$ cat src/rtl/spi_reg_bank.sv
// SPI register bank: address byte (bit7 = write), then data byte(s); outputs are all registered.
// Define SPI_REG_BURST_EN to auto-increment the address on every data byte and stay in DATA.
module spi_reg_bank #(
    parameter logic [7:0] FPGA_VER = 8'hC2
) (
    input  logic       clk_core,
    input  logic       reset,
    input  logic       transaction_begin,
    input  logic       rx_byte_available,
    input  logic [7:0] rx_byte,
    output logic [7:0] tx_byte,
    output logic       bootloader_force,
    output logic [7:0] uart_inverted,
    output logic [7:0] telemetry_con_sel,
    output logic       wr_strobe
);

    typedef enum logic [1:0] {
        IDLE = 2'd0,
        ADDR = 2'd1,
        DATA = 2'd2
    } state_t;

    state_t     state_reg;
    logic [6:0] addr_reg;
    logic       rw_reg;
    logic [7:0] tx_byte_reg;
    logic       bootloader_force_reg;
    logic [7:0] uart_inverted_reg;
    logic [7:0] telemetry_con_sel_reg;
    logic [7:0] scratch_reg;
    logic [7:0] err_cnt_reg;
    logic       wr_strobe_reg;

    // Input register, two-sample history, registered edge: byte acted on 3 edges after it is seen.
    logic avail_reg;
    logic avail_cur_reg;
    logic avail_prev_reg;
    logic byte_edge_reg;
    logic byte_edge;
    logic addr_writable;

    assign byte_edge     = avail_cur_reg & ~avail_prev_reg;
    assign addr_writable = (addr_reg >= 7'd1) && (addr_reg <= 7'd4);

`ifdef SPI_REG_BURST_EN
    logic [6:0] addr_next;
    assign addr_next = addr_reg + 7'd1;
`endif

    function automatic logic [7:0] read_value(input logic [6:0] a);
        case (a)
            7'h00:   return FPGA_VER;
            7'h01:   return {7'b0, bootloader_force_reg};
            7'h02:   return uart_inverted_reg;
            7'h03:   return telemetry_con_sel_reg;
            7'h04:   return scratch_reg;
            7'h05:   return err_cnt_reg;
            default: return 8'h00;
        endcase
    endfunction

    always_ff @(posedge clk_core) begin
        if (reset) begin
            state_reg             <= IDLE;
            addr_reg              <= 7'd0;
            rw_reg                <= 1'b0;
            tx_byte_reg           <= 8'h00;
            bootloader_force_reg  <= 1'b0;
            uart_inverted_reg     <= 8'h00;
            telemetry_con_sel_reg <= 8'h00;
            scratch_reg           <= 8'h00;
            err_cnt_reg           <= 8'h00;
            wr_strobe_reg         <= 1'b0;
            avail_reg             <= 1'b0;
            avail_cur_reg         <= 1'b0;
            avail_prev_reg        <= 1'b0;
            byte_edge_reg         <= 1'b0;
        end else begin
            avail_reg      <= rx_byte_available;
            avail_cur_reg  <= avail_reg;
            avail_prev_reg <= avail_cur_reg;
            byte_edge_reg  <= byte_edge;
            wr_strobe_reg  <= 1'b0;

            // A new transaction wins over any byte landing in the same cycle.
            if (transaction_begin) begin
                state_reg   <= ADDR;
                tx_byte_reg <= 8'h00;
            end else if (byte_edge_reg) begin
                case (state_reg)
                    ADDR: begin
                        addr_reg  <= rx_byte[6:0];
                        rw_reg    <= rx_byte[7];
                        state_reg <= DATA;
                        if (!rx_byte[7]) begin
                            tx_byte_reg <= read_value(rx_byte[6:0]);
                        end
                    end
                    DATA: begin
                        if (rw_reg) begin
                            if (addr_writable) begin
                                case (addr_reg)
                                    7'h01:   bootloader_force_reg  <= rx_byte[0];
                                    7'h02:   uart_inverted_reg     <= rx_byte;
                                    7'h03:   telemetry_con_sel_reg <= rx_byte;
                                    7'h04:   scratch_reg           <= rx_byte;
                                    default: ;
                                endcase
                                wr_strobe_reg <= 1'b1;
                            end else if (err_cnt_reg != 8'hFF) begin
                                err_cnt_reg <= err_cnt_reg + 8'd1;
                            end
                        end
`ifdef SPI_REG_BURST_EN
                        addr_reg <= addr_next;
                        if (!rw_reg) begin
                            tx_byte_reg <= read_value(addr_next);
                        end
`else
                        state_reg   <= IDLE;
                        tx_byte_reg <= 8'h00;
`endif
                    end
                    default: ;
                endcase
            end
        end
    end

    assign tx_byte           = tx_byte_reg;
    assign bootloader_force  = bootloader_force_reg;
    assign uart_inverted     = uart_inverted_reg;
    assign telemetry_con_sel = telemetry_con_sel_reg;
    assign wr_strobe         = wr_strobe_reg;

endmodule

$ cat config.mk
export PLATFORM = sky130hd
export DESIGN_NAME = spi_reg_bank
export DESIGN_NICKNAME = d
export VERILOG_FILES = /design/src/rtl/spi_reg_bank.sv
export SDC_FILE = /design/constraint.sdc
export NUM_CORES = 1
export LEC_CHECK = 0
export ABC_AREA = 1
export CORE_ASPECT_RATIO = 0.6
export CORE_MARGIN = 2
export CORE_UTILIZATION = 56
export CTS_BUF_LIST = sky130_fd_sc_hd__clkbuf_8
export DETAILED_ROUTE_END_ITERATION = 12
export GPL_ROUTABILITY_DRIVEN = 0
export PLACE_DENSITY_LB_ADDON = 0.1
export SLEW_MARGIN = 15
export SYNTH_ARGS = -nofsm -noshare
export SYNTH_HDL_FRONTEND = slang
export SYNTH_SLANG_ARGS = --single-unit
$ cat constraint.sdc
create_clock -name clk_core -period 1.7 [get_ports clk_core]
set_input_delay 0.34 -clock clk_core [delete_from_list [all_inputs] [get_ports clk_core]]
set_output_delay 0.34 -clock clk_core [all_outputs]
set_load 0.02 [all_outputs]
[Yosys cells after proc, flatten, opt, wreduce, memory -nomap -nowiden]
Cells that the tools add are included.
Storage, ports and cells
  output and inout port bits: 26
  flip-flop bits (word level): 56
  input bits: 12
  word-level logic and storage cells: 61
Operators by class
  reduce and logical (&&, ||, !) cells: 16
  add/subtract/negate cells: 1
  muxes and demuxes: 7
  magnitude comparators: 2
  equality and inequality tests: 13
  bitwise gates (word level): 7
Operators by type and width (count)
  8-bit one-hot mux with 6 select lines: 1
  6-bit AND reduction: 5
  7-bit by 2-bit == test with 1-bit output (second input constant): 4
  7-bit by 3-bit == test with 1-bit output (second input constant): 3
  8-bit one-hot mux with 2 select lines: 1
  7-bit by 1-bit == test with 1-bit output (second input constant): 2
  8-bit by 1-bit adder with 8-bit output (second input constant): 1
  8-bit 2-to-1 mux: 1
  8-bit != test (second input constant): 1
  7-bit by 1-bit greater-or-equal comparator with 1-bit output (second input constant): 1
  7-bit by 3-bit <= comparator with 1-bit output (second input constant): 1
  7-bit logical NOT: 1
  1-bit inverter: 6
  3-bit AND reduction: 2
  5-bit OR reduction: 1
  2-bit one-hot mux with 2 select lines: 1
  2-bit AND reduction: 2
  2-bit nonzero test: 2
  1-bit 2-to-1 mux: 3
  3-bit nonzero test: 1
  2-bit by 1-bit == test with 1-bit output (second input constant): 1
  2-bit == test (second input constant): 1
  2-bit != test (second input constant): 1
  2-bit OR reduction: 1
  2 further kinds: 2

[Longest topological paths before layout]
Gate-level depths: netlist of the first run.
  depth after elaboration: 4
  depth in mapped cells: 9
  mapped depth without buffers: 9

[Least setup slack after synthesis of the first run]
OpenSTA, ideal clock, no wires.
  path kind: register to register
  start: register state_reg[0]
  end: register scratch_reg[6]
  buffers on the path: 1
  data arrival time: 1437 ps
  period minus slack after synthesis: 1503 ps
  cell stages (with the launch flop): 10
  required time: 1634 ps
  path slack: 197 ps
  setup time: 66 ps
  path through: dfxtp_1 inv_1 ha_1 inv_2 nor3_4 inv_2 nor3_4 buf_6 o21ai_2 a21oi_2
Between the ends
  word-level cells in the longest chain between the ends: 2
RTL lines
  start, declared: RTL line 24  | state_t state_reg;
  start signal, assigned: RTL line 65  | state_reg <= IDLE;
  start signal, assigned: RTL line 88  | state_reg <= ADDR;
  start signal, assigned: RTL line 95  | state_reg <= DATA;
  2-bit == test: RTL line 91  | case (state_reg)
  6-bit AND reduction (no line)
  end signal, assigned: RTL line 107  | 7'h04: scratch_reg <= rx_byte;
  end, declared: RTL line 31  | logic [7:0] scratch_reg;
Every way passes these cells.
A chain may end at the register's enable or synchronous reset.

[Final worst setup path of the first run]
  start: register tx_byte_reg[6] (netlist: tx_byte[6])
  end: output port tx_byte[6]
RTL lines
  start, declared: RTL line 27  | logic [7:0] tx_byte_reg;
  start signal, assigned: RTL line 97  | tx_byte_reg <= read_value(rx_byte[6:0]);
  end, declared: RTL line 11  | output logic [7:0] tx_byte,
No word-level cell between the ends.

==> impl_metrics.prom, run 1 <==
# TYPE chip_impl_metric gauge
chip_impl_metric{name="yosysTopAreaCellShare",unit="%"} 42.75
chip_impl_info{name="synth.top_cells.by_area",value="dfxtp_1 (43%), nand3_1 (8.0%), o21ai_0 (7.1%), nand2_1 (6.6%), nor2_1 (6.0%)"} 1
chip_impl_metric{name="ctsHtreeMaxLevel",unit=""} 2
chip_impl_metric{name="routed-via-count",unit=""} 2828
chip_impl_metric{name="worstRegToRegCells",unit=""} 7
chip_impl_metric{name="maxSlewHeadroom",unit="%"} 76.96
chip_impl_metric{name="route.detailed.drc",unit=""} 0
chip_impl_metric{name="layout_setup_ws",unit="ns"} 0.03232
chip_impl_metric{name="place_ws",unit="ns"} -0.1654
chip_impl_metric{name="grt_antenna_before_repair",unit=""} 0
chip_impl_info{name="timing.setup.critical_path_class",value="flip-flop to output pin"} 1
chip_impl_info{name="setup.worst_path.end_class",value="output pin"} 1
chip_impl_metric{name="cp_data_arrival_time",unit="ns"} 1.33
chip_impl_metric{name="clock_path_buffers",unit=""} 2
chip_impl_metric{name="period_share",unit="%"} 98.10
chip_impl_metric{name="worst_skew_pair.late_latency",unit="ns"} 0.32
chip_impl_info{name="cts-root-buf",value="clkbuf_8"} 1
chip_impl_metric{name="dp_hpwl",unit="mm"} 5.550
chip_impl_metric{name="grt_pass1_wl",unit="mm"} 12.02
chip_impl_metric{name="die-height",unit="um"} 57.01
chip_impl_metric{name="num_antenna_cells",unit=""} 0
chip_impl_metric{name="routed_wirelength",unit="mm"} 7.685
chip_impl_metric{name="floorplan.core_area",unit="um^2"} 4541
chip_impl_metric{name="number_of_hold_slack_violations_in_the_final_timing_report",unit=""} 0
chip_impl_metric{name="ant_nets",unit=""} 0
chip_impl_info{name="worstHoldPathType",value="flip-flop to flip-flop"} 1
chip_impl_metric{name="achievable-frequency",unit="MHz"} 599.6
chip_impl_metric{name="grt_use_total",unit="%"} 29.30
chip_impl_metric{name="critPathRequiredTime",unit="ns"} 1.36
chip_impl_metric{name="die_w",unit="um"} 92.35
chip_impl_metric{name="yosys_register_bits",unit=""} 56
chip_impl_metric{name="power.ir.vdd_worst",unit="V"} 0.0004326
chip_impl_metric{name="route.detailed.vias_per_inst",unit=""} 5.748
chip_impl_metric{name="post-route-min-period",unit="ns"} 1.668
chip_impl_metric{name="synth_sequential_area_ratio",unit="%"} 42.75
chip_impl_metric{name="synthToLayoutAreaGrowth",unit="%"} 35.50
chip_impl_metric{name="numCtsBuffers",unit=""} 5
chip_impl_metric{name="clock_sink_count",unit=""} 56
chip_impl_metric{name="clk_transition_reported_paths",unit="ns"} 0.10
chip_impl_metric{name="grt_remaining_overflow",unit=""} 0
chip_impl_metric{name="finalMaxSlewViolations",unit=""} 0
chip_impl_metric{name="crit_fanout",unit=""} 2
chip_impl_metric{name="port_buffers",unit=""} 37
chip_impl_metric{name="clock-skew-final",unit="ns"} 0.01466
chip_impl_metric{name="wl_per_cell",unit="um"} 15.62
chip_impl_metric{name="dr.pass1.iters",unit=""} 7
chip_impl_info{name="holdPathEnd",value="byte_edge_reg"} 1
chip_impl_metric{name="max_cap_viol_count",unit=""} 0
chip_impl_info{name="tritoncts",value="done"} 1
chip_impl_metric{name="die-area",unit="um^2"} 5265
chip_impl_metric{name="avgSynthCellArea",unit="um^2"} 7.408
chip_impl_info{name="setup.worst_path.start_class",value="flip-flop"} 1
chip_impl_metric{name="timing.critical_path.buf_inv",unit=""} 1
chip_impl_metric{name="tightest_slew",unit="ns"} 0.3444
chip_impl_metric{name="regToRegSetupSlack",unit="ns"} 0.09
chip_impl_metric{name="post_synth_inst_count",unit=""} 354
chip_impl_metric{name="rows",unit=""} 19
chip_impl_info{name="critPathTopFamily",value="buffers and inverters"} 1
chip_impl_info{name="critical_path.reg2reg.endpoint",value="uart_inverted[1]"} 1
chip_impl_metric{name="filler_cell_count",unit=""} 323
chip_impl_metric{name="drt-initial-drc-count",unit=""} 210
chip_impl_metric{name="p_leak",unit="nW"} 1.556
chip_impl_metric{name="holdWs",unit="ns"} 0.4072
chip_impl_info{name="timing.hold.worst.start",value="avail_prev_reg"} 1
chip_impl_metric{name="grt_max_degree",unit=""} 33
chip_impl_metric{name="total_of_hold_buffers_inserted_after_clock_tree_synthesis",unit=""} 0
chip_impl_metric{name="min_path_cells",unit=""} 1
chip_impl_metric{name="final-setup-viol-count",unit=""} 0
chip_impl_metric{name="layout-drive-gt1-share",unit="%"} 17.02
chip_impl_metric{name="ios",unit=""} 38
chip_impl_metric{name="power.density_cell_area",unit="nW/um^2"} 693.4
chip_impl_metric{name="syn-num-nets",unit=""} 369
chip_impl_metric{name="yosys_warnings",unit=""} 0
chip_impl_metric{name="timing.critical_path.slowest_cell_delay",unit="ns"} 0.62
chip_impl_metric{name="syn-cell-area",unit="um^2"} 2623
chip_impl_metric{name="floorplan.initialDensity",unit="%"} 57.76
chip_impl_info{name="critical-path-slowest-cell",value="clkdlybuf4s50_1"} 1
chip_impl_info{name="path_cells",value="clkdlybuf4s50_1"} 1
chip_impl_metric{name="post_synth_num_cell_types",unit=""} 29
chip_impl_metric{name="first_global_vias",unit=""} 2412
chip_impl_metric{name="finalNetCount",unit=""} 443
chip_impl_info{name="run_status",value="finished clean"} 1
chip_impl_info{name="synth_top_cell_by_area",value="dfxtp_1"} 1
chip_impl_info{name="critical_path.reg2reg.startpoint",value="addr_reg[0]"} 1
==> Yosys cell counts, drive strengths merged <==
cell / instances
clkinv: 1
inv: 34
a21oi: 33
xor2: 2
nand4: 10
and2: 1
nand3: 47
buf: 6
o21ai: 40
a31oi: 1
clkbuf: 3
o21bai: 3
nor2: 46
nor3: 21
nand2: 46
ha: 3
dfxtp: 56
a211oi: 1
==> logic make-up (layout without fill, tap and decap cells) <==
group	after synthesis	in the layout	synth area share (%)
flip-flops	56	56	42.75
AO/OA/AOI/OAI	78	78	16.03
buffers and inverters	44	119	7.013
XOR/XNOR	2	2	0.6681
adder cells (fa/ha/maj)	3	3	1.431
AND/OR/NAND/NOR	171	171	32.11
==> power by group <==
group / switching, mW / total [mW] / leakage (nW) / internal (mW)
combinational: 0.103 / 0.182 / 1.04 / 0.0789
clock: 0.439 / 0.960 / 0.0645 / 0.521
sequential: 0.00419 / 1.32 / 0.452 / 1.32
total: 0.547 / 2.46 / 1.56 / 1.92
==> per-stage QoR <==
stage	util, %	std cells	TNS (ns)	area (um^2)	power (mW)
after floorplan	-	354	0	2623	1.421
after global placement	73.27	481	-2.875	3327	1.523
after detailed placement	73.27	481	-3.873	3327	1.526
after CTS	76.33	489	0	3466	2.464
after global routing	78.26	492	-0.007677	3553	2.531
final	78.26	492	0	3553	2.464
==> area by class of cell <==
cell class	instances	area (um^2)	area share [%]
Multi-Input combinational cell	254	1363	38.35
Sequential cell	56	1121	31.55
Timing Repair Buffer	76	733.2	20.63
Inverter	35	131.4	3.697
Clock buffer	7	96.34	2.711
Tap cell	63	78.83	2.218
Clock inverter	1	30.03	0.8451
==> worst max-delay path by stage <==
stage	startpoint	endpoint	cells past startpoint
2_1_floorplan	state_reg[0]	scratch_reg[6]	9
3_3_place_gp	transaction_begin	telemetry_con_sel[2]	6
3_5_place_dp	transaction_begin	scratch_reg[5]	7
4_1_cts	uart_inverted[1]	uart_inverted[1]	1
5_1_grt	rx_byte[1]	tx_byte[0]	8
6_report	tx_byte[6]	tx_byte[6]	1
==> timing repair <==
action	4_1_cts	5_1_grt
pin swaps	0	1
setup endpoints to repair	8	34
gates resized for setup	3	15
setup buffers	0	3
==> metal layers <==
layer  track usage (%)  vias to the layer above  wire [um]
li1                  -                     1358          -
met1             45.10                     1310       3562
met2             42.54                      149       3285
met3             6.077                       11        763
met4             6.183                        0         72
met5                 0                        -          0
==> cells in the final DEF (no fill, tap or decap) <==
cell type / instances
dfxtp_1: 56
nand2_1: 46
nand3_1: 41
nor2_1: 41
o21ai_0: 36
buf_4: 35
a21oi_1: 30
inv_1: 29
clkdlybuf4s50_1: 29
nor3_1: 18
nand4_1: 9
dlymetal6s2s_1: 8
clkbuf_8: 7
inv_2: 5
nand3_2: 4
nor2_4: 4
buf_12: 4
o21bai_1: 3
a21oi_2: 3
o21ai_1: 2
nand3_4: 2
nor3_4: 2
o21ai_2: 2
xor2_1: 2
ha_1: 2
clkinv_1: 1
a211oi_1: 1
nor2_2: 1
nand4_4: 1
and2_1: 1
nor3_2: 1
a31oi_1: 1
ha_4: 1
bufinv_16: 1
No activity file was read; power rests on OpenSTA's default activity.
==> run 2: changes to the inputs <==
--- a/config.mk
+++ b/config.mk
@@ -10,3 +10,3 @@
 export CORE_MARGIN = 2
-export CORE_UTILIZATION = 56
+export CORE_UTILIZATION = 45
 export CTS_BUF_LIST = sky130_fd_sc_hd__clkbuf_8
@@ -14,2 +14,3 @@
 export GPL_ROUTABILITY_DRIVEN = 0
+export GPL_TIMING_DRIVEN = 0
 export PLACE_DENSITY_LB_ADDON = 0.1
--- a/constraint.sdc
+++ b/constraint.sdc
@@ -3,2 +3,2 @@
 set_output_delay 0.34 -clock clk_core [all_outputs]
-set_load 0.02 [all_outputs]
+set_load 0.01 [all_outputs]
==> run 2 against run 1 <==
Cell count decreased by 1.6%; clock skew about the same; via count decreased by 7.1%; maximum frequency increased by 2.7%; worst setup slack improved by 0.045 ns; critical path depth unchanged; largest power group unchanged; sequential share of layout area increased by 2.2 points; hold slack got worse by 0.013 ns.
==> impl_metrics.prom, run 2 (synthesized netlist as in run 1, its figures left out) <==
# TYPE chip_impl_metric gauge
chip_impl_info{name="run_status",value="finished clean"} 1
chip_impl_metric{name="power.net_switching",unit="uW"} 522.6
chip_impl_metric{name="dp_hpwl",unit="mm"} 5.560
chip_impl_metric{name="floorplan.initialDensity",unit="%"} 46.86
chip_impl_metric{name="p_leak",unit="nW"} 1.277
chip_impl_metric{name="final_util",unit="%"} 59.40
chip_impl_metric{name="max_cap_viol_count",unit=""} 0
chip_impl_metric{name="layout.cells.non_filler",unit=""} 484
chip_impl_metric{name="synthToLayoutAreaGrowth",unit="%"} 26.77
chip_impl_metric{name="place_inst",unit=""} 471
chip_impl_metric{name="rows",unit=""} 21
chip_impl_metric{name="route.detailed.drc",unit=""} 0
chip_impl_metric{name="share_clk_of_total_power",unit="%"} 31.9
chip_impl_metric{name="total_of_hold_buffers_inserted_after_clock_tree_synthesis",unit=""} 0
chip_impl_info{name="layout_commonest_cell",value="dfxtp_1"} 1
chip_impl_info{name="worstHoldPathType",value="flip-flop to flip-flop"} 1
chip_impl_metric{name="critPathRequiredTime",unit="ns"} 1.36
chip_impl_metric{name="maxSlewHeadroom",unit="%"} 64.33
chip_impl_metric{name="crit_fanout",unit=""} 3
chip_impl_metric{name="met3_usage",unit="%"} 5.882
chip_impl_metric{name="clk_transition_reported_paths",unit="ns"} 0.09
chip_impl_metric{name="port_buffers",unit=""} 37
chip_impl_metric{name="worst_skew_pair.late_latency",unit="ns"} 0.31
chip_impl_metric{name="numCtsBuffers",unit=""} 5
chip_impl_metric{name="grt_antenna_before_repair",unit=""} 0
chip_impl_metric{name="achievable-frequency",unit="MHz"} 616.1
chip_impl_metric{name="floorplan.core_area",unit="um^2"} 5597
chip_impl_info{name="critical-path-slowest-cell",value="clkdlybuf4s50_1"} 1
chip_impl_metric{name="drt-initial-drc-count",unit=""} 247
chip_impl_metric{name="final-setup-viol-count",unit=""} 0
chip_impl_metric{name="layout-drive-gt1-share",unit="%"} 13.12
chip_impl_metric{name="power.density_cell_area",unit="nW/um^2"} 651.1
chip_impl_metric{name="grt_remaining_overflow",unit=""} 0
chip_impl_info{name="setup.worst_path.end_class",value="output pin"} 1
chip_impl_info{name="tritoncts",value="done"} 1
chip_impl_metric{name="clock-skew-final",unit="ns"} 0.01432
chip_impl_metric{name="ios",unit=""} 38
chip_impl_metric{name="sw_frac_of_total",unit="%"} 24.14
chip_impl_info{name="grt.busiest_layer",value="met1"} 1
chip_impl_metric{name="period_share",unit="%"} 95.47
chip_impl_metric{name="routed_wirelength",unit="mm"} 7.526
chip_impl_metric{name="power.ir.vdd_worst",unit="V"} 0.0003616
chip_impl_metric{name="die-area",unit="um^2"} 6474
chip_impl_metric{name="dr.pass1.iters",unit=""} 4
chip_impl_info{name="cts-root-buf",value="clkbuf_8"} 1
chip_impl_metric{name="grt_pass1_wl",unit="mm"} 11.86
chip_impl_metric{name="power_report.internal_total",unit="mW"} 1.642
chip_impl_info{name="commonest_cells_after_routing_fill_and_taps_aside",value="dfxtp_1 (56), nand2_1 (45), nand3_1 (40)"} 1
chip_impl_metric{name="ctsHtreeMaxLevel",unit=""} 2
chip_impl_metric{name="filler_cell_count",unit=""} 529
chip_impl_metric{name="die_w",unit="um"} 102.6
chip_impl_info{name="setup.worst_path.start_class",value="flip-flop"} 1
chip_impl_metric{name="die-height",unit="um"} 63.13
chip_impl_info{name="critPathTopFamily",value="buffers and inverters"} 1
chip_impl_metric{name="grt_max_degree",unit=""} 16
chip_impl_info{name="path_cells",value="clkdlybuf4s50_1"} 1
chip_impl_metric{name="post-route-min-period",unit="ns"} 1.623
chip_impl_metric{name="num_antenna_cells",unit=""} 0
chip_impl_metric{name="first_global_vias",unit=""} 2252
chip_impl_metric{name="cp_data_arrival_time",unit="ns"} 1.28
chip_impl_metric{name="layout_setup_ws",unit="ns"} 0.07695
chip_impl_metric{name="number_of_hold_slack_violations_in_the_final_timing_report",unit=""} 0
chip_impl_metric{name="totalNegativeSetupSlack",unit="ns"} 0
chip_impl_metric{name="relative_contribution_of_combinational_cells_to_total_power",unit="%"} 7.1
chip_impl_metric{name="tightest_slew",unit="ns"} 0.5351
chip_impl_metric{name="wl_per_cell",unit="um"} 15.55
chip_impl_metric{name="finalNetCount",unit=""} 419
chip_impl_metric{name="finalMaxSlewViolations",unit=""} 0
chip_impl_info{name="timing.setup.critical_path_class",value="flip-flop to output pin"} 1
chip_impl_metric{name="use_met1",unit="%"} 40.30
chip_impl_metric{name="grt_use_total",unit="%"} 23.86
chip_impl_metric{name="timing.critical_path.buf_inv",unit=""} 1
chip_impl_metric{name="place_ws",unit="ns"} -0.4730
chip_impl_metric{name="clock_sink_count",unit=""} 56
chip_impl_metric{name="route.detailed.vias_per_inst",unit=""} 5.428
chip_impl_metric{name="timing.critical_path.slowest_cell_delay",unit="ns"} 0.57
chip_impl_metric{name="clock_path_buffers",unit=""} 2
chip_impl_metric{name="ant_nets",unit=""} 0
chip_impl_metric{name="grt_use_met2",unit="%"} 29.17
chip_impl_metric{name="share_seq_of_total_power",unit="%"} 61.1
chip_impl_metric{name="routed-via-count",unit=""} 2627
chip_impl_metric{name="design_power_total",unit="mW"} 2.165
run 2: cell types whose count changed in the layout (fill, tap and decap cells not counted), sizes merged:
cell / before / now
dlymetal6s2s: 8 / 5
bufinv: 1 / 0
clkinv: 1 / 2
inv: 34 / 35
clkdlybuf4s50: 29 / 32
clkbuf: 7 / 9
buf: 39 / 11
run 2: layout make-up:
cell class / instances / area [um^2] / area share (%)
tap: 80 / 100.1 / 3.011
clock inverter: 2 / 8.758 / 0.2635
buffer: 9 / 57.56 / 1.731
clock buffer: 5 / 68.82 / 2.070
inverter: 35 / 131.4 / 3.952
multi-input combinational: 254 / 1409 / 42.38
timing repair buffer: 43 / 427.9 / 12.87
sequential: 56 / 1121 / 33.72
run 2: final timing paths:
check                           to              from  depth (start not counted)  slack, ns
hold / removal       byte_edge_reg    avail_prev_reg                          1       0.39
hold reg to reg      byte_edge_reg    avail_prev_reg                          1       0.39
setup / recovery  uart_inverted[5]  uart_inverted[5]                          1       0.08
setup reg to reg    scratch_reg[5]      state_reg[1]                          8       0.12
run 2: per-stage QoR:
| step | area, um^2 | hold WS, ns |
|---|---|---|
| floorplan | 2623 | 0.3728 |
| global placement | 3093 | 0.3801 |
| detailed placement | 3093 | 0.3863 |
| CTS | 3206 | 0.4003 |
| global route | 3324 | 0.4277 |
| finish | 3324 | 0.3939 |
run 2: worst register-to-register path, cell delays in order, from the launching register on:
cell,delay (ns)
dfxtp_1,0.40
ha_4,0.19
inv_2,0.06
nor3_4,0.14
inv_2,0.08
nor3_4,0.26
buf_4,0.17
o21ai_0,0.07
a21oi_1,0.14
run 2: per-layer routing:
| metal | part of all wire [%] | wire [um] | vias to the layer above |
|---|---|---|---|
| met1 | 51 | 3832 | 1187 |
| met4 | 0.76 | 57 | 0 |
| met2 | 38 | 2892 | 136 |
| met3 | 9.9 | 744 | 4 |
| met5 | 0 | 0 | - |
| li1 | - | - | 1300 |
run 2: power by group through the flow:
stage / registers, mW / logic (mW) / clock network [mW]
3_3_place_gp: 1.35 / 0.135 / 0
6_report: 1.32 / 0.153 / 0.690
3_5_place_dp: 1.35 / 0.135 / 0
2_1_floorplan: 1.35 / 0.0702 / 0
4_1_cts: 1.32 / 0.140 / 0.705
5_1_grt: 1.32 / 0.166 / 0.759
run 2: what timing repair did:
item | in CTS | in global routing
buffers inserted | 2 | 4
endpoints found under the setup margin | 17 | 41
resized for setup | 6 | 26
pin swaps | 1 | 8
gates cloned | 0 | 0
==> run 3: changes to the inputs <==
--- a/config.mk
+++ b/config.mk
@@ -8,4 +8,5 @@
 export ABC_AREA = 1
+export CAP_MARGIN = 40
 export CORE_ASPECT_RATIO = 0.6
-export CORE_MARGIN = 2
+export CORE_MARGIN = 4
 export CORE_UTILIZATION = 45
--- a/constraint.sdc
+++ b/constraint.sdc
@@ -3,2 +3,2 @@
 set_output_delay 0.34 -clock clk_core [all_outputs]
-set_load 0.01 [all_outputs]
+set_load 0.005 [all_outputs]
==> run 3 against run 2 <==
Worst setup slack got worse by 0.015 ns; largest cell class unchanged; register-to-register slack got worse by 0.06 ns; highest routed layer unchanged; largest power group unchanged; core utilization increased by 1.2 points.
==> impl_metrics.prom, run 3 (synthesized netlist as in run 1, its figures left out) <==
# TYPE chip_impl_metric gauge
chip_impl_info{name="run_status",value="finished clean"} 1
chip_impl_metric{name="route.detailed.drc",unit=""} 0
chip_impl_metric{name="route.met3.wl",unit="um"} 807
chip_impl_metric{name="detail_route.wirelength.met1",unit="mm"} 3.962
chip_impl_metric{name="floorplan.initialDensity",unit="%"} 46.86
chip_impl_metric{name="cp_data_arrival_time",unit="ns"} 1.84
chip_impl_metric{name="total_of_hold_buffers_inserted_after_clock_tree_synthesis",unit=""} 0
chip_impl_metric{name="die-area",unit="um^2"} 7153
chip_impl_metric{name="first_global_vias",unit=""} 2340
chip_impl_metric{name="p_leak",unit="nW"} 1.302
chip_impl_metric{name="totalNegativeSetupSlack",unit="ns"} 0
chip_impl_metric{name="max_cap_viol_count",unit=""} 0
chip_impl_metric{name="power.ir.vdd_worst",unit="V"} 0.0002980
chip_impl_metric{name="power.density_cell_area",unit="nW/um^2"} 689.4
chip_impl_info{name="top_layer_used",value="met4"} 1
chip_impl_metric{name="num_antenna_cells",unit=""} 0
chip_impl_metric{name="grt_remaining_overflow",unit=""} 0
chip_impl_info{name="timing.setup.critical_path_class",value="flip-flop to flip-flop"} 1
chip_impl_metric{name="worstRegToRegCells",unit=""} 7
chip_impl_metric{name="synthToLayoutAreaGrowth",unit="%"} 29.29
chip_impl_metric{name="layout-drive-gt1-share",unit="%"} 13.69
chip_impl_metric{name="place_inst",unit=""} 471
chip_impl_metric{name="tightest_slew",unit="ns"} 0.5902
chip_impl_metric{name="routed_wirelength",unit="mm"} 7.933
chip_impl_metric{name="clk_transition_reported_paths",unit="ns"} 0.10
chip_impl_metric{name="grt_pass1_wl",unit="mm"} 12.33
chip_impl_metric{name="clock_sink_count",unit=""} 56
chip_impl_metric{name="share_clk_of_total_power",unit="%"} 36.7
chip_impl_metric{name="relative_contribution_of_combinational_cells_to_total_power",unit="%"} 6.8
chip_impl_metric{name="wl_per_cell",unit="um"} 16.22
chip_impl_metric{name="die-height",unit="um"} 67.13
chip_impl_metric{name="power_report.internal_total",unit="mW"} 1.801
chip_impl_info{name="tritoncts",value="done"} 1
chip_impl_metric{name="crit_fanout",unit=""} 10
chip_impl_metric{name="grt_use_total",unit="%"} 22.25
chip_impl_metric{name="grt_antenna_before_repair",unit=""} 0
chip_impl_metric{name="design_power_total",unit="mW"} 2.338
chip_impl_metric{name="share_seq_of_total_power",unit="%"} 56.6
chip_impl_metric{name="power.net_switching",unit="uW"} 536.5
chip_impl_metric{name="holdWs",unit="ns"} 0.3954
chip_impl_info{name="commonest_cells_after_routing_fill_and_taps_aside",value="dfxtp_1 (56), nand2_1 (45), nand3_1 (40)"} 1
chip_impl_info{name="critical-path-slowest-cell",value="dfxtp_1"} 1
chip_impl_metric{name="finalMaxSlewViolations",unit=""} 0
chip_impl_metric{name="final-setup-viol-count",unit=""} 0
chip_impl_metric{name="clock_path_buffers",unit=""} 2
chip_impl_metric{name="min_path_cells",unit=""} 1
chip_impl_metric{name="floorplan.core_area",unit="um^2"} 5597
chip_impl_metric{name="sw_frac_of_total",unit="%"} 22.95
chip_impl_metric{name="numCtsBuffers",unit=""} 5
chip_impl_metric{name="finalNetCount",unit=""} 423
chip_impl_metric{name="routed-via-count",unit=""} 2670
chip_impl_info{name="cts-root-buf",value="clkbuf_8"} 1
chip_impl_metric{name="port_buffers",unit=""} 37
chip_impl_metric{name="dr_wl_met2",unit="mm"} 3.051
chip_impl_metric{name="dr.pass1.iters",unit=""} 5
chip_impl_info{name="layout_commonest_cell",value="dfxtp_1"} 1
chip_impl_info{name="setup.worst_path.end_class",value="flip-flop"} 1
chip_impl_metric{name="grt_max_degree",unit=""} 17
chip_impl_metric{name="placed_area",unit="um^2"} 3093
chip_impl_metric{name="achievable-frequency",unit="MHz"} 610.3
chip_impl_metric{name="ctsHtreeMaxLevel",unit=""} 2
chip_impl_metric{name="worst_skew_pair.late_latency",unit="ns"} 0.30
chip_impl_metric{name="postLayoutCellArea",unit="um^2"} 3391
chip_impl_metric{name="route.detailed.vias_per_inst",unit=""} 5.460
chip_impl_metric{name="regToRegSetupSlack",unit="ns"} 0.06
chip_impl_metric{name="dp_hpwl",unit="mm"} 5.743
chip_impl_metric{name="filler_cell_count",unit=""} 530
chip_impl_metric{name="drt-initial-drc-count",unit=""} 408
chip_impl_metric{name="number_of_hold_slack_violations_in_the_final_timing_report",unit=""} 0
chip_impl_metric{name="maxSlewHeadroom",unit="%"} 60.39
chip_impl_metric{name="ant_nets",unit=""} 0
chip_impl_metric{name="ios",unit=""} 38
chip_impl_metric{name="die_w",unit="um"} 106.6
chip_impl_metric{name="timing.critical_path.slowest_cell_delay",unit="ns"} 0.38
chip_impl_metric{name="period_share",unit="%"} 96.38
chip_impl_info{name="setup.worst_path.start_class",value="flip-flop"} 1
chip_impl_metric{name="critPathRequiredTime",unit="ns"} 1.90
chip_impl_info{name="path_cells",value="inv_2 > nand3_2 > nand2_2 > nand4_4 > buf_6 > nor3_1 > nor2_1"} 1
chip_impl_metric{name="clock-skew-final",unit="ns"} 0.002063
chip_impl_metric{name="rows",unit=""} 21
chip_impl_metric{name="post-route-min-period",unit="ns"} 1.638
chip_impl_info{name="worstHoldPathType",value="flip-flop to flip-flop"} 1
chip_impl_metric{name="layout.cells.non_filler",unit=""} 489
[run 3: power by group through the flow]
stage          Clock (mW)  Sequential (mW)  Combinational [mW]
4_1_cts             0.884             1.32               0.141
3_3_place_gp            0             1.35               0.136
6_report            0.857             1.32               0.158
5_1_grt             0.941             1.32               0.171
3_5_place_dp            0             1.35               0.136
2_1_floorplan           0             1.35              0.0702
[run 3: area by class of cell]
class	instances	area, um^2	area share [%]
buffer	9	57.56	1.697
clock buffer	5	68.82	2.030
clock inverter	3	38.79	1.144
inverter	35	131.4	3.875
multi-input combinational	255	1425	42.03
sequential	56	1121	33.06
tap	80	100.1	2.952
timing repair buffer	46	447.9	13.21
[run 3: what timing repair did]
action / in CTS / in global routing
hold endpoints to repair: 0 / 0
pin swaps: 1 / 7
endpoints found under the setup margin: 29 / 41
buffers inserted: 2 / 7
gates resized for setup: 6 / 24
gates cloned: 0 / 1
[run 3: path summary, 6_finish.rpt]
check	start	to
setup / recovery	addr_reg[0]	telemetry_con_sel[5]
hold / removal	avail_prev_reg	byte_edge_reg
setup reg to reg	addr_reg[0]	telemetry_con_sel[5]
hold reg to reg	avail_prev_reg	byte_edge_reg
[run 3: stage by stage]
stage | utilization, % | setup WS, ns
detailed placement | 55.26 | -0.5033
CTS | 57.81 | 0.01090
floorplan | - | 0.1967
global route | 60.59 | -0.006390
finish | 60.59 | 0.06156
global placement | 55.26 | -0.4843
[run 3: per-layer routing]
layer  global-route usage [%]  vias up
met5                        0        -
li1                         -     1309
met1                    34.87     1205
met3                    4.871       12
met2                    30.13      144
met4                    5.901        0
[run 3: worst max-delay path, delay by kind of cell, from the launching register on]
family	cells	cell delay, ns
and+or+nand+nor	5	0.82
buffers and inverters	2	0.32
DFF	1	0.38
==> variant 1 (flow settings as in run 1) <==
Re-encode `state_t` (3 states) as one-hot, 3 bits wide.
--- a/src/rtl/spi_reg_bank.sv
+++ b/src/rtl/spi_reg_bank.sv
@@ -15,10 +15,10 @@
     output logic       wr_strobe
 );
 
-    typedef enum logic [1:0] {
-        IDLE = 2'd0,
-        ADDR = 2'd1,
-        DATA = 2'd2
+    typedef enum logic [2:0] {
+        IDLE = 3'b001,
+        ADDR = 3'b010,
+        DATA = 3'b100
     } state_t;
 
     state_t     state_reg;
Formal check against the unedited RTL: no difference found for any inputs over 10 cycles, from zero or initial values and one cycle with reset high; not proved beyond that.
==> variant 1 against run 1 <==
- synthesized area grew 5.3%
- clock skew shrank 0.0082 ns
- core utilization shrank 0.98 points
- setup slack gained 0.0019 ns
- cell count grew 3.5%
- via count shrank 1.1%
- total power grew 21%
- cell area grew 1.3%
- global-route usage shrank 0.32 points
- wire length shrank 3.1%
- sequential cell count grew 1
- clock power grew 52%
==> variant 1: results (changes against run 1) <==
[cells_and_area]
nFillCells = 361  ; +12%
regArea_um2 = 1140  ; +1.8%
drive_gt1_frac = 0.177  ; +0.00697
bufAreaShareNonClock = 0.164  ; -0.0427
buffers = 62  ; -18%
num-clock-buffers = 11  ; +4
clkCellAreaFrac = 0.0636  ; +0.0280
num-nonclk-inverters = 41  ; +17%
multi_input_comb_cells = 270  ; +6.3%
seq_area_frac = 0.317  ; +0.00139
nNetsFinal = 454  ; +2.5%
multi_input_area_share = 0.391  ; +0.00779

[logic_synthesis]
ys_types = 30  ; +3.4%
synthTopCellsByArea = dfxtp_1 (41%), nand2_1 (9.7%), nor2_1 (7.3%), nand3_1 (6.5%), a21oi_1 (5.4%)
syn_nets = 392  ; +6.2%
synthTopCellsByCount = nand2_1 (71), dfxtp_1 (57), nor2_1 (54), nand3_1 (36), inv_1 (35)

[routing]
drtPass1Iterations = 5  ; -2
dr_wl_met2_mm = 3.28  ; about the same
vias_per_cell = 5.49  ; -4.4%
wl_met3_um = 542  ; -29%
drt-initial-drc-count = 221  ; +5.2%
drt-wirelength-per-cell_um = 14.6  ; -6.3%
wl_met1_mm = 3.54  ; -0.73%

[setup_path]
startpoint = telemetry_con_sel[4]$_SDFFE_PP0P_
rr_worst_depth = 8  ; +1
arrival_ns = 1.33  ; about the same
rrSetupSlack_ns = 0.14  ; +0.05 ns

[global_route]
grt_first_pass_wirelength_mm = 11.8  ; -1.7%
grt_use_met3 = 0.0819  ; +0.0212
grt_use_total = 0.290  ; -0.00324
grt_max_degree = 19  ; -42%
use_met2 = 0.447  ; +0.0214
grt_pass1_vias = 2439  ; +1.1%

[sta]
tightest_slew_ns = 0.427  ; +0.0823 ns
fin_worst_skew_ns = 0.00647  ; -0.00820 ns
whs_ns = 0.411  ; +0.00331 ns

[placed_design]
placed_area_um2 = 3340  ; +0.41%
dp_hpwl_mm = 5.45  ; -1.8%

[power_and_ir_drop]
power_leakage_nw = 1.54  ; -1.2%
p_int_mw = 2.31  ; +21%
power.density_nw_per_um2 = 827  ; +19%
p_comb_mw = 0.170  ; -7%
ir_drop_uv = 612  ; +41%

[clocking]
cts.htree.levels = 3  ; +1
cts_inserted_buffers = 9  ; +4
cts_num_sinks = 57  ; +1.8%
clock_latency_ns = 0.35  ; +0.03 ns
clk_pin_slew_ns = 0.07  ; -0.03 ns

[outcome]
status = complete, no violations

[hold_path]
min-delay-start = avail_prev_reg$_SDFF_PP0_

## variant 1: changes by cell type in the layout (fill, tap and decap cells not counted), moves of 6 or more
cell,before,now
a211oi_2,0,8
buf_4,35,23
inv_1,29,35
nand2_1,46,71
nor2_1,41,54
nor3_1,18,2
o21ai_0,36,25
## variant 1: cells by family after synthesis
logic type,count (synthesis),synth area share
AO/OA/AOI/OAI,71,0.154
adder cells (fa/ha/maj),1,0.00453
XOR/XNOR,2,0.00634
buffers and inverters,52,0.0829
flip-flops,57,0.413
AND/OR/NAND/NOR,196,0.339
## variant 1: stage by stage
step	TNS, ns	cells	worst slack, ns
after floorplan	0	379	0.376
after global placement	-2.36	492	-0.190
after detailed placement	-3.16	492	-0.202
after CTS	0	508	0.000708
after global routing	-0.00204	509	-0.00204
final	0	509	0.0342
## variant 1: what timing repair did
action                                  CTS  global route
resized for setup                         5             8
pin swaps                                 0             2
setup buffers                             0             1
endpoints found under the setup margin    5            10
==> variant 2 (config.mk and constraints of run 1) <==
Made on the original files. Add a define of `SPI_REG_BURST_EN`.
--- a/src/rtl/spi_reg_bank.sv
+++ b/src/rtl/spi_reg_bank.sv
@@ -1,5 +1,7 @@
 // SPI register bank: address byte (bit7 = write), then data byte(s); outputs are all registered.
 // Define SPI_REG_BURST_EN to auto-increment the address on every data byte and stay in DATA.
+`define SPI_REG_BURST_EN
+
 module spi_reg_bank #(
     parameter logic [7:0] FPGA_VER = 8'hC2
 ) (
Formal check against the unedited RTL: not equivalent (a bounded check fails within 10 cycles, from zero or initial values and one cycle with reset high).
==> variant 2 against run 1 <==
- clock skew up 0.0014 ns
- synthesized area increased by 22%
- cell area rose by 34%
- the flow now finishes with violations (negative setup slack)
- critical path type is now flip-flop to flip-flop
- wire length is 71% higher
- sequential power barely moved
- total power shrank 4.8%
- sequential cell count unchanged
- setup slack worse by 0.39 ns
==> variant 2: results (changes against run 1) <==
[outcome]
status = finished with violations
violations = negative setup slack

[global_route]
grt_pass1_vias = 3696  ; +53%
grt_antenna_before_repair = 0  ; unchanged
grt_max_degree = 38  ; +15%
grt_first_pass_wirelength_mm = 18.3  ; +52%
grt_use_total = 0.375  ; +0.0820

[setup_path]
max_stage_delay_ns = 0.41  ; -0.21 ns
crit_path_start_kind = flip-flop
arrival_ns = 2.34  ; +1.01 ns
crit_fanout = 6  ; +4
slowest_stage = dfxtp_4

[clocking]
cts_buffer_depth = 2  ; unchanged

[placed_design]
place_ws_ns = -0.351  ; -0.185 ns
dp_hpwl_mm = 7.84  ; +41%
io_buffers = 37  ; unchanged
placed_area_um2 = 4070  ; +22%

[sta]
fin_worst_skew_ns = 0.0160  ; +0.00135 ns
finalSetupTns_ns = -8.45  ; -8.45 ns
finalSetupViolCount = 42  ; +42
tightest_slew_ns = 0.413  ; +0.0689 ns
setup_ws_ns = -0.359  ; -0.392 ns

[routing]
wl_met3_mm = 2.12  ; +180%
drt-initial-drc-count = 759  ; +260%
vias = 4229  ; +50%
wl_met1_mm = 4.80  ; +35%
drt-wirelength-per-cell_um = 19.8  ; +27%
drtPass1Iterations = 9  ; +2
dr_wl_met2_mm = 5.37  ; +64%

[logic_synthesis]
synthTopCellsByCount = nand2_1 (73), nor2_1 (60), dfxtp_1 (56), inv_1 (51), o21ai_0 (46)
syn_nets = 486  ; +32%
ys_seq_area_frac = 0.351  ; -0.0768
ys_types = 37  ; +28%
synthTopCellsByArea = dfxtp_1 (35%), nand2_1 (8.6%), o21ai_0 (7.2%), nor2_1 (7.0%), nand3_1 (6.9%)

[cells_and_area]
nFillCells = 282  ; -13%
nNetsFinal = 606  ; +37%
drive_gt1_frac = 0.319  ; +0.149

[power_and_ir_drop]
ir_drop_uv = 426  ; -1.5%
power_leakage_nw = 2.16  ; +39%

==> variant 2: cell types whose count changed in the layout (fill, tap and decap cells not counted), sizes merged, moves of 6 or more <==
cell / delta
clkdlybuf4s50: -7
ha: +6
buf: +48
nor3: -11
dlygate4sd2: +10
inv: +26
nor2: +20
o21ai: +16
nand2: +29
a21oi: +6
==> variant 2: critical path: cells and delay by family (launching register included) <==
| family | cells | cell delay [ns] |
|---|---|---|
| fa+ha+maj | 1 | 0.21 |
| compound gates | 1 | 0.12 |
| buf+inv | 1 | 0.18 |
| simple gates | 9 | 1.10 |
| flops | 1 | 0.41 |
==> variant 2: logic make-up after synthesis <==
kind of cell / count (synthesis) / synth area share
flops: 56 / 0.351
buf+inv: 73 / 0.0955
xor+xnor: 1 / 0.00509
simple gates: 215 / 0.324
fa+ha+maj: 9 / 0.0352
compound gates: 111 / 0.189
==> variant 2: cell type report <==
cell class | count | share of cell area
clock inverter | 3 | 0.00420
inverter | 60 | 0.0512
clock buffer | 5 | 0.0145
tap | 80 | 0.0210
sequential | 56 | 0.238
timing repair buffer | 124 | 0.235
multi-input combinational | 336 | 0.433
timing repair inverter | 2 | 0.00289
==> variant 2: layer usage <==
metal,vias up,global-route usage
met2,436,0.531
met5,-,0
met3,118,0.107
met4,0,0.137
li1,1802,-
met1,1873,0.540
==> variant 2: path summary, 6_finish.rpt <==
check	start	endpoint	slack (ns)	cells after the start
setup reg to reg	addr_reg[0]$_SDFFE_PP0P_	tx_byte[1]$_SDFFE_PP0P_	-0.36	12
hold / removal	avail_prev_reg$_SDFF_PP0_	byte_edge_reg$_SDFF_PP0_	0.40	1
setup / recovery	addr_reg[0]$_SDFFE_PP0P_	tx_byte[1]$_SDFFE_PP0P_	-0.36	12
hold reg to reg	avail_prev_reg$_SDFF_PP0_	byte_edge_reg$_SDFF_PP0_	0.40	1
==> variant 2: where the power goes <==
group | switching (mW) | total, mW | internal [mW]
Clock | 0.482 | 0.771 | 0.289
Combinational | 0.138 | 0.253 | 0.114
Sequential | 0.00694 | 1.32 | 1.32
==> variant 2: what timing repair did <==
| item | 4_1_cts | 5_1_grt |
|---|---|---|
| pin swaps | 25 | 21 |
| cloned | 3 | 0 |
| endpoints found under the setup margin | 49 | 52 |
| setup buffers | 13 | 14 |
| resized for setup | 91 | 38 |
==> variant 2: per-stage QoR <==
stage	utilization	std cells	hold slack [ns]	power, mW
detailed placement	0.734	629	0.392	1.56
global route	0.859	666	0.423	2.41
global placement	0.734	629	0.379	1.55
floorplan	-	465	0.373	1.44
finish	0.859	666	0.399	2.35
CTS	0.815	653	0.404	2.30
